### config.mk
export PLATFORM = sky130hd
export DESIGN_NAME = uart_rx_param
export DESIGN_NICKNAME = d
export VERILOG_FILES = /design/src/rtl/uart_pkg.sv /design/src/rtl/uart_baud_tick.sv /design/src/rtl/uart_rx_param.sv
export SDC_FILE = /design/constraint.sdc
export NUM_CORES = 1
export LEC_CHECK = 0
export ABC_AREA = 1
export BUFFER_PORTS_ARGS = -buffer_cell sky130_fd_sc_hd__buf_2
export CAP_MARGIN = 5
export CORE_ASPECT_RATIO = 1.75
export CORE_MARGIN = 5
export CORE_UTILIZATION = 36
export DETAILED_ROUTE_END_ITERATION = 12
export GPL_TIMING_DRIVEN = 0
export HOLD_SLACK_MARGIN = 0.06
export SLEW_MARGIN = 10
export SYNTH_ARGS = -nofsm -noshare
export SYNTH_HDL_FRONTEND = slang
export SYNTH_SLANG_ARGS = --single-unit
### constraint.sdc
create_clock -name clk -period 1.8 [get_ports clk]
set_input_delay 0.27 -clock clk [delete_from_list [all_inputs] [get_ports clk]]
set_output_delay 0.27 -clock clk [all_outputs]
set_load 0.02 [all_outputs]
### src/rtl/uart_pkg.sv
// Shared UART definitions: receiver FSM states, parity modes, oversampling factor.
// Latency: none (package only).
// Backpressure: not applicable.
package uart_pkg;

  // Ticks per bit period
  localparam int OVS = 16;

  // Parity modes
  localparam int PAR_NONE = 0;
  localparam int PAR_EVEN = 1;
  localparam int PAR_ODD  = 2;

  typedef enum logic [2:0] {
    ST_IDLE,
    ST_START,
    ST_DATA,
    ST_PARITY,
    ST_STOP,
    ST_WAIT_HIGH
  } rx_state_t;

  // Rounded clock divider for one oversample tick: round(clk / (baud * OVS))
  function automatic int calc_div(input int clk_freq_hz, input int baud);
    longint den;
    den = longint'(baud) * longint'(OVS);
    return int'((longint'(clk_freq_hz) + den / 2) / den);
  endfunction

endpackage

### src/rtl/uart_baud_tick.sv
// Oversample tick generator: counts 0..DIV-1 and pulses tick while at DIV-1.
// Latency: tick is combinational from the counter; restart zeroes it on the next edge.
// Backpressure: none, free-running except for the synchronous restart.
module uart_baud_tick #(
  parameter int DIV = 651
) (
  input  logic clk,
  input  logic rst_n,
  input  logic restart,
  output logic tick
);

  localparam int CW = (DIV > 1) ? $clog2(DIV) : 1;
  localparam logic [CW-1:0] LAST = CW'(DIV - 1);

  logic [CW-1:0] cnt;

  // Divider counter, realigned to zero when a frame start is detected
  always_ff @(posedge clk or negedge rst_n) begin
    if (!rst_n) begin
      cnt <= '0;
    end else if (restart || (cnt == LAST)) begin
      cnt <= '0;
    end else begin
      cnt <= cnt + CW'(1);
    end
  end

  // A restart cycle never produces a stale tick from the old phase
  assign tick = (cnt == LAST) && !restart;

endmodule

### src/rtl/uart_rx_param.sv
// Parametrised UART receiver (5..9 data bits, none/even/odd parity, 1/2 stop bits); UART_RX_MAJORITY_EN selects 2-of-3 bit voting.
// Latency: word, error flags and rx_valid update one clk after the final stop bit's sample-9 tick.
// Backpressure: rx_valid holds until rx_ready; a new word arriving over an unconsumed one overwrites it and pulses overrun.
module uart_rx_param
  import uart_pkg::*;
#(
  parameter int CLK_FREQ_HZ = 100_000_000,
  parameter int BAUD        = 9600,
  parameter int DATA_BITS   = 8,
  parameter int PARITY      = 0,
  parameter int STOP_BITS   = 1
) (
  input  logic                 clk,
  input  logic                 rst_n,
  input  logic                 rx,
  output logic [DATA_BITS-1:0] rx_data,
  output logic                 rx_valid,
  input  logic                 rx_ready,
  output logic                 parity_err,
  output logic                 frame_err,
  output logic                 overrun,
  output logic                 break_det
);

  localparam int DIV = calc_div(CLK_FREQ_HZ, BAUD);

  logic                 rx_meta;
  logic                 rx_sync;
  logic                 rx_prev;
  logic                 fall;
  logic                 start_det;
  logic                 tick;
  logic [3:0]           sample_cnt;
  logic                 s8;
  logic                 bit_val;
  logic                 sample_pt;
  rx_state_t            state;
  logic [3:0]           bit_idx;
  logic                 stop_idx;
  logic                 stop1;
  logic                 last_stop;
  logic [DATA_BITS-1:0] shreg;
  logic                 par_pend;
  logic                 exp_par;
  logic                 frame_done;
  logic                 fe_now;

  // Two-flop synchroniser plus one delayed copy for falling-edge detection; idle line is high
  always_ff @(posedge clk or negedge rst_n) begin
    if (!rst_n) begin
      rx_meta <= 1'b1;
      rx_sync <= 1'b1;
      rx_prev <= 1'b1;
    end else begin
      rx_meta <= rx;
      rx_sync <= rx_meta;
      rx_prev <= rx_sync;
    end
  end

  assign fall      = rx_prev & ~rx_sync;
  assign start_det = (state == ST_IDLE) && fall;

  uart_baud_tick #(
    .DIV (DIV)
  ) u_baud_tick (
    .clk     (clk),
    .rst_n   (rst_n),
    .restart (start_det),
    .tick    (tick)
  );

  // Tick position within the current bit and the mid-bit sample at count 8
  always_ff @(posedge clk or negedge rst_n) begin
    if (!rst_n) begin
      sample_cnt <= '0;
      s8         <= 1'b1;
    end else if (start_det) begin
      sample_cnt <= '0;
    end else if (tick) begin
      sample_cnt <= sample_cnt + 4'd1;
      if (sample_cnt == 4'd8) s8 <= rx_sync;
    end
  end

`ifdef UART_RX_MAJORITY_EN
  logic s7;

  // Early sample at count 7 for the 2-of-3 vote
  always_ff @(posedge clk or negedge rst_n) begin
    if (!rst_n) begin
      s7 <= 1'b1;
    end else if (tick && (sample_cnt == 4'd7)) begin
      s7 <= rx_sync;
    end
  end

  // Count 9 is taken live from the synchroniser at the decision tick
  assign bit_val = (s7 & s8) | (s7 & rx_sync) | (s8 & rx_sync);
`else
  assign bit_val = s8;
`endif

  // Bit decisions are made at the count-9 tick in both sampling modes
  assign sample_pt  = tick && (sample_cnt == 4'd9);
  assign exp_par    = (PARITY == PAR_ODD) ? ~(^shreg) : ^shreg;
  assign last_stop  = (STOP_BITS == 1) || stop_idx;
  assign frame_done = sample_pt && (state == ST_STOP) && last_stop;
  // Only the first stop bit is checked; with two stop bits it was captured in stop1
  assign fe_now     = (stop_idx == 1'b0) ? ~bit_val : ~stop1;

  // Frame FSM with registered word, error flags and handshake outputs
  always_ff @(posedge clk or negedge rst_n) begin
    if (!rst_n) begin
      state      <= ST_IDLE;
      bit_idx    <= '0;
      stop_idx   <= 1'b0;
      stop1      <= 1'b1;
      shreg      <= '0;
      par_pend   <= 1'b0;
      rx_data    <= '0;
      rx_valid   <= 1'b0;
      parity_err <= 1'b0;
      frame_err  <= 1'b0;
      overrun    <= 1'b0;
      break_det  <= 1'b0;
    end else begin
      overrun   <= 1'b0;
      break_det <= 1'b0;

      if (rx_valid && rx_ready) rx_valid <= 1'b0;

      // A completion always wins; same-cycle consumption of the old word avoids an overrun
      if (frame_done) begin
        rx_data    <= shreg;
        parity_err <= par_pend;
        frame_err  <= fe_now;
        rx_valid   <= 1'b1;
        overrun    <= rx_valid && !rx_ready;
        break_det  <= (shreg == '0) && fe_now;
      end

      case (state)
        ST_IDLE: begin
          if (start_det) begin
            state    <= ST_START;
            bit_idx  <= '0;
            stop_idx <= 1'b0;
          end
        end

        ST_START: begin
          if (sample_pt) begin
            if (!bit_val) begin
              state    <= ST_DATA;
              bit_idx  <= '0;
              par_pend <= 1'b0;
            end else begin
              state <= ST_IDLE;
            end
          end
        end

        ST_DATA: begin
          if (sample_pt) begin
            shreg <= {bit_val, shreg[DATA_BITS-1:1]};
            if (bit_idx == 4'(DATA_BITS - 1)) begin
              state    <= (PARITY != PAR_NONE) ? ST_PARITY : ST_STOP;
              stop_idx <= 1'b0;
            end else begin
              bit_idx <= bit_idx + 4'd1;
            end
          end
        end

        ST_PARITY: begin
          if (sample_pt) begin
            par_pend <= (bit_val != exp_par);
            state    <= ST_STOP;
          end
        end

        ST_STOP: begin
          if (sample_pt) begin
            if (!stop_idx) stop1 <= bit_val;
            if (last_stop) begin
              state <= fe_now ? ST_WAIT_HIGH : ST_IDLE;
            end else begin
              stop_idx <= 1'b1;
            end
          end
        end

        ST_WAIT_HIGH: begin
          // A held-low line (break) must return high before another start can be seen
          if (rx_sync) state <= ST_IDLE;
        end

        default: state <= ST_IDLE;
      endcase
    end
  end

endmodule
==> run_results.csv, run 1 <==
group,metric,value,unit
sta,setup_viol,0,
global_route,antenna_found_initial,0,
final_layout,register_area,1180,um^2
synth,syn_avg_cell_area,8.93,um^2
clock_tree,clock-sinks,47,
synth,synth_compound_area_share,8.82,%
worst_setup_path,start_kind,"flop",
final_layout,stdcell_area,2800,um^2
clock_tree,root_buffer,"clkbuf_8",
floorplan,core,6230,um^2
worst_setup_path,cp_num_buf_inv,3,
worst_setup_path,critical_path.most_common_cell,"nand2_2",
final_layout,fin_nets,305,
place,numPortBuffers,16,
place,dpl_cell_area,2490,um^2
synth,synth_simple_gate_area_share,24.8,%
place,dp_hpwl,3110,um
sta,hold_viol,0,
worst_setup_path,cp_cell_sequence,"inv_2 > ha_4 > inv_2 > nor2_2 > nand2_2 > nor2_4 > nand4_4 > a21oi_4 > buf_12 > nand2_4 > nand2_2 > nand2_2",
synth,syn-cell-area,2310,um^2
routing,drtIter0Drc,62,
flow_run,cap_violations,0,
routing,vias_per_cell,4.71,
worst_setup_path,crit_arrival,1960,ps
synth,ys_types,29,
power,p_per_area,1050,nW/um^2
floorplan,chipWidth,70.6,um
worst_setup_path,critical_path.endpoint_type,"flop",
sta,worst_clock_skew,14.1,ps
worst_setup_path,reg2reg_from,"u_baud_tick.cnt[0]",
sta,finalCriticalPeriod,1760,ps
worst_setup_path,cp_slowest_cell,"dfrtp_2",
synth,synth_top_area_cell,"dfrtp_1",
power,vdd_ir_drop_max,0.564,mV
final_layout,area_growth,21.2,%
sta,timing.fmax,569,MHz
min_path,hold_path.class,"in2async",
floorplan,start_util,37.1,%
synth,mappedNetlistNets,273,
synth,synth_ff_type,"dfrtp_1",
outcome,status,"complete, no violations",
sta,period_share,97.6,%
routing,first_pass_iters,4,
place,gp_congestion,0.751,
final_layout,final_core_util,45.0,%
floorplan,io_pins,17,
floorplan,die_h,116,um
final_layout,layout-drive-gt1-share,27.4,%
worst_setup_path,required,2000,ps
synth,synth_top_family_by_area,"simple AND/OR/NAND/NOR gates",
synth,synthTopCellsByCount,"nand2_1, dfrtp_1, inv_1",
synth,synth-xor-area-share,3.03,%
clock_tree,cts_max_path_buffers,2,
global_route,grt_overflow,0,
routing,postRouteAntennaNets,0,
synth,netlist.area_leader.share,46.5,%
synth,yosysMostFrequentCell,"nand2_1",
floorplan,rows,38,
synth,yosys_warnings,0,
clock_tree,tritoncts,"built",
clock_tree,worstSkewPairLatency,310,ps
worst_setup_path,path_max_fanout,6,
clock_tree,numCtsBuffers,5,
sta,rsz0062_at_grt,"true",
routing,drt-total-wl,4490,um
worst_setup_path,crit_start,"u_baud_tick.cnt[0]",
synth,yosysSeqAreaShare,51.1,%
final_layout,fillCellCount,624,
sta,worst-slew-pin-transition,1010,ps
clock_tree,ctsHtreeMaxLevel,2,
worst_setup_path,worst_path_largest_cell_delay,410,ps
clock_tree,clkTransAtPathRegs,90,ps
final_layout,multiInputGateArea,1070,um^2
synth,synthCells,259,
synth,ys_seq_elements,47,
global_route,grt_pass1_wl,7670,um
routing,vias,1753,
place,dp_cells,355,
routing,drc,0,
final_layout,fin_cells,372,
synth,synth_area_leaders,"dfrtp_1, nand2_1, ha_1, inv_1, dfstp_2",
floorplan,dieArea,8190,um^2
power,p_leak,1.35,nW
worst_setup_path,cp_top_family,"simple AND/OR/NAND/NOR gates",
synth,synth_mux_area_share,0,%
global_route,track_usage,11.6,%
final_layout,diodes,0,
worst_setup_path,crit_type,"reg2reg",
sta,drv_slew,0,
synth,ys_async_sr_fraction,100,%
routing,post_drt_wl_per_cell,12.1,um
synth,synth-adder-area-share,5.41,%
global_route,grt_max_degree,48,
sta,relSlewSlack,32.4,%
global_route,grt_pass1_vias,1779,
synth,synth_edf_count,0,
## cells in the final DEF, fill, tap and decap left out, types with 6 or more instances in the layout
cell,count
nand2_1,46
ha_1,9
buf_2,16
o21ai_0,8
inv_1,27
nand2_2,14
clkbuf_8,7
nor2_1,23
dfrtp_1,42
nor3_1,6
o21ai_1,15
nand3_1,14
## sequential cells by signal, summed over array words and instances, names as in the netlist, 3 cells and up
register         count
state                3
bit_idx              4
u_baud_tick.cnt     10
rx_data              8
sample_cnt           4
shreg                8
## routing by layer
| layer | vias up | wire, um | share of wire (%) | global-route usage [%] |
|---|---|---|---|---|
| li1 | 888 | - | - | - |
| met1 | 836 | 1640 | 36 | 11.7 |
| met2 | 21 | 2620 | 58 | 22.7 |
| met3 | 8 | 145 | 3.2 | 2.43 |
| met4 | 0 | 85 | 1.9 | 4.89 |
| met5 | - | 0 | 0 | 0 |
## worst register-to-register path: cells and delay by family, from the launching register on
kind	cells	cell delay [ps]
fa+ha+maj	1	120
buf+inv	3	240
simple gates	7	650
flops	1	410
compound gates	1	240
## path summary, 6_finish.rpt
kind | to | slack [ps] | cells past startpoint
max | state[0] | 40 | 12
min | rx_data[0] | 130 | 1
max reg2reg | state[0] | 40 | 12
min reg2reg | rx_sync | 360 | 0
max in group asynchronous | u_baud_tick.cnt[0] | 980 | 1
min in group clk | overrun | 140 | 2
## through the flow
step | setup slack [ps] | power, mW | TNS [ps] | hold WS, ps
final | 43.8 | 2.93 | 0 | 131
after global routing | -66.7 | 3.14 | -789 | 136
after CTS | 20.1 | 2.87 | 0 | 112
after detailed placement | -75.0 | 2.01 | -392 | 348
after global placement | -84.4 | 2.01 | -451 | 346
after floorplan | 172 | 1.85 | 0 | -25.6
## cell families (layout without fill, tap and decap cells)
kind of cell,after synthesis,count (layout)
AOI/OAI and AO/OA,36,36
xor gates and xnor gates,8,8
adders and majority gates,10,10
buffers and inverters,36,69
DFF,47,47
and+or+nand+nor,122,122
## power by group
| part | internal [mW] | leakage [nW] | total [mW] | switching [mW] |
|---|---|---|---|---|
| Clock | 0.350 | 0.0505 | 0.716 | 0.367 |
| Combinational | 0.381 | 0.666 | 0.922 | 0.541 |
| Sequential | 1.17 | 0.629 | 1.29 | 0.127 |
## cell type report
cell class / instances / area share, %
clock buffers: 7 / 3.44
multi-input cells: 176 / 38.1
clock inverters: 1 / 0.268
repair buffers: 25 / 6.56
flip-flops and latches: 47 / 42.2
plain buffers: 4 / 1.61
well taps: 80 / 3.57
inverters: 32 / 4.29
## timing repair
action                                  CTS  global route
setup buffers                             4             2
gates resized for setup                   2            38
hold endpoints to repair                  1             0
hold buffers                              1             0
endpoints found under the setup margin   13            39
pin swaps                                 1             6
gates cloned                              0             2
Note: power is estimated with default switching activity, not from simulation.
==> inputs of run 2 (changes only) <==
--- a/config.mk
+++ b/config.mk
@@ -8,7 +8,7 @@
 export ABC_AREA = 1
 export BUFFER_PORTS_ARGS = -buffer_cell sky130_fd_sc_hd__buf_2
 export CAP_MARGIN = 5
-export CORE_ASPECT_RATIO = 1.75
+export CORE_ASPECT_RATIO = 0.75
 export CORE_MARGIN = 5
 export CORE_UTILIZATION = 36
 export DETAILED_ROUTE_END_ITERATION = 12
==> constraint.sdc (replaced) <==
create_clock -name clk -period 1.9 [get_ports clk]
set_input_delay 0.285 -clock clk [delete_from_list [all_inputs] [get_ports clk]]
set_output_delay 0.285 -clock clk [all_outputs]
set_load 0.02 [all_outputs]
==> run_results.csv, run 2 (synthesis gave the netlist of run 1 again) <==
group,metric,value,unit
global_route,grt_pass1_vias,1709,
worst_setup_path,required,2080,ps
power,p_sw,0.907,mW
global_route,antenna_found_initial,0,
global_route,grt_pass1_wl,7710,um
sta,relSlewSlack,30.7,%
routing,postRouteAntennaNets,0,
sta,setup_slack,95.4,ps
worst_setup_path,path_max_fanout,7,
clock_tree,tritoncts,"built",
clock_tree,ctsHtreeMaxLevel,2,
final_layout,layout-drive-gt1-share,20.3,%
power,clkPwrFrac,21.4,%
worst_setup_path,worstReg2RegEnd,"bit_idx[1]",
global_route,track_usage,12.0,%
sta,timing.fmax,554,MHz
power,p_sw_share,35.6,%
place,gp_congestion,0.810,
place,dp_hpwl,3000,um
routing,post_drt_wl_per_cell,11.6,um
power,p_leak,1.26,nW
worst_setup_path,endpoint,"bit_idx[1]",
min_path,hold_path.class,"in2reg",
final_layout,final_core_util,42.0,%
floorplan,io_pins,17,
floorplan,dieArea,8140,um^2
worst_setup_path,critical_path.endpoint_type,"flop",
clock_tree,clock-sinks,47,
sta,period_share,95.0,%
sta,worst_clock_skew,5.09,ps
sta,worst-slew-pin-transition,1040,ps
final_layout,reg_top3,"u_baud_tick.cnt: 10 flops, rx_data: 8 flops, shreg: 8 flops",
floorplan,chipWidth,103,um
floorplan,core,6290,um^2
flow_run,cap_violations,0,
routing,first_pass_iters,4,
clock_tree,cts_max_path_buffers,2,
routing,vias_per_cell,4.61,
sta,finalCriticalPeriod,1800,ps
worst_setup_path,crit_type,"reg2reg",
routing,vias,1691,
clock_tree,root_buffer,"clkbuf_8",
place,numPortBuffers,16,
worst_setup_path,start_kind,"flop",
clock_tree,worstSkewPairLatency,290,ps
final_layout,final_common_cell,"nand2_1",
worst_setup_path,crit_start,"u_baud_tick.cnt[0]",
final_layout,area_growth,14.2,%
routing,drt-total-wl,4240,um
sta,drv_slew,0,
worst_setup_path,reg2reg_slack,100,ps
power,p_int,1.64,mW
worst_setup_path,reg2reg_from,"u_baud_tick.cnt[0]",
power,p_per_area,964,nW/um^2
place,pre_cts_slack,22.5,ps
routing,drc,0,
final_layout,largest-register,"u_baud_tick.cnt",
power,vdd_ir_drop_max,0.520,mV
clock_tree,postCtsHoldBufs,0,
routing,drtIter0Drc,65,
outcome,status,"complete, no violations",
sta,setup_viol,0,
floorplan,die_h,79.4,um
power,p_comb_share,30.4,%
clock_tree,clkTransAtPathRegs,80,ps
floorplan,rows,25,
final_layout,final_cell_mix,"nand2_1, dfrtp_1, inv_1",
clock_tree,numCtsBuffers,5,
sta,hold_viol,0,
worst_setup_path,r2r_cells,11,
power,total_power,2.55,mW
final_layout,largest_register_ffs,10,
floorplan,start_util,36.8,%
power,seqPwrFrac,48.2,%
global_route,grt_max_degree,48,
final_layout,diodes,0,
sta,rsz0062_at_grt,"true",
final_layout,fin_nets,301,
worst_setup_path,crit_arrival,1990,ps
global_route,grt_overflow,0,
==> run 2: changes by cell type in the layout (fill, tap and decap cells not counted), sizes merged <==
cell         before  now
clkbuf            9    6
dlygate4sd3       1    0
a21oi             7    8
buf              26   24
clkinvlp          1    0
==> run 2: power by group through the flow <==
stage | combinational, mW | clock, mW | sequential, mW
after floorplan | 0.537 | 0 | 1.21
after global placement | 0.648 | 0 | 1.24
after detailed placement | 0.656 | 0 | 1.25
after CTS | 0.658 | 0.574 | 1.23
after global routing | 0.915 | 0.610 | 1.25
final | 0.775 | 0.544 | 1.23
==> run 2: final cells by class <==
| type | count | area, um^2 |
|---|---|---|
| Tap cell | 81 | 101 |
| Fill cell | 606 | 3650 |
| Sequential cell | 47 | 1180 |
| Clock buffer | 6 | 72.6 |
| Multi-Input combinational cell | 177 | 1020 |
| Buffer | 4 | 38.8 |
| Inverter | 32 | 120 |
| Timing Repair Buffer | 20 | 110 |
==> run 2: worst max-delay path, cell delays in order, from the launching register on <==
cell and delay (ps):
dfrtp_2 430, inv_2 80, ha_4 120, inv_2 30
nor2_2 90, nand2_2 70, nor2_4 130, nand4_4 210
a21oi_4 300, nand2_2 110, nand2_1 80, nand2_1 50
==> run 2: metal layers <==
metal / up-vias / share of wire (%) / routed length (um) / global-route usage [%]
met5: - / 0 / 0 / 0
li1: 880 / - / - / -
met2: 22 / 42 / 1790 / 17.7
met4: 0 / 1.2 / 49 / 4.72
met3: 5 / 2.3 / 98 / 2.18
met1: 784 / 54 / 2300 / 17.3
==> run 2: timing repair <==
action / 4_1_cts / 5_1_grt
endpoints found under the setup margin: 0 / 26
setup buffers: 0 / 4
resized for setup: 0 / 10
==> run 2: worst min path at each step <==
stage | startpoint | to | slack, ps | cells after the start
6_report | rx | rx_meta | 90 | 1
5_1_grt | rx | rx_meta | 70 | 1
4_1_cts | rx | rx_meta | 70 | 1
3_5_place_dp | rx_meta | rx_sync | 350 | 0
3_3_place_gp | rx_meta | rx_sync | 350 | 0
2_1_floorplan | rst_n | bit_idx[0] | -10 | 0
==> run 2: through the flow <==
step                setup TNS, ps  hold slack, ps  cell area (um^2)  std cells
floorplan                       0           -10.6              2310        259
global placement                0             346              2490        356
detailed placement              0             349              2490        356
CTS                             0            71.6              2570        362
global route                 -166            67.3              2640        367
finish                          0            85.7              2640        367
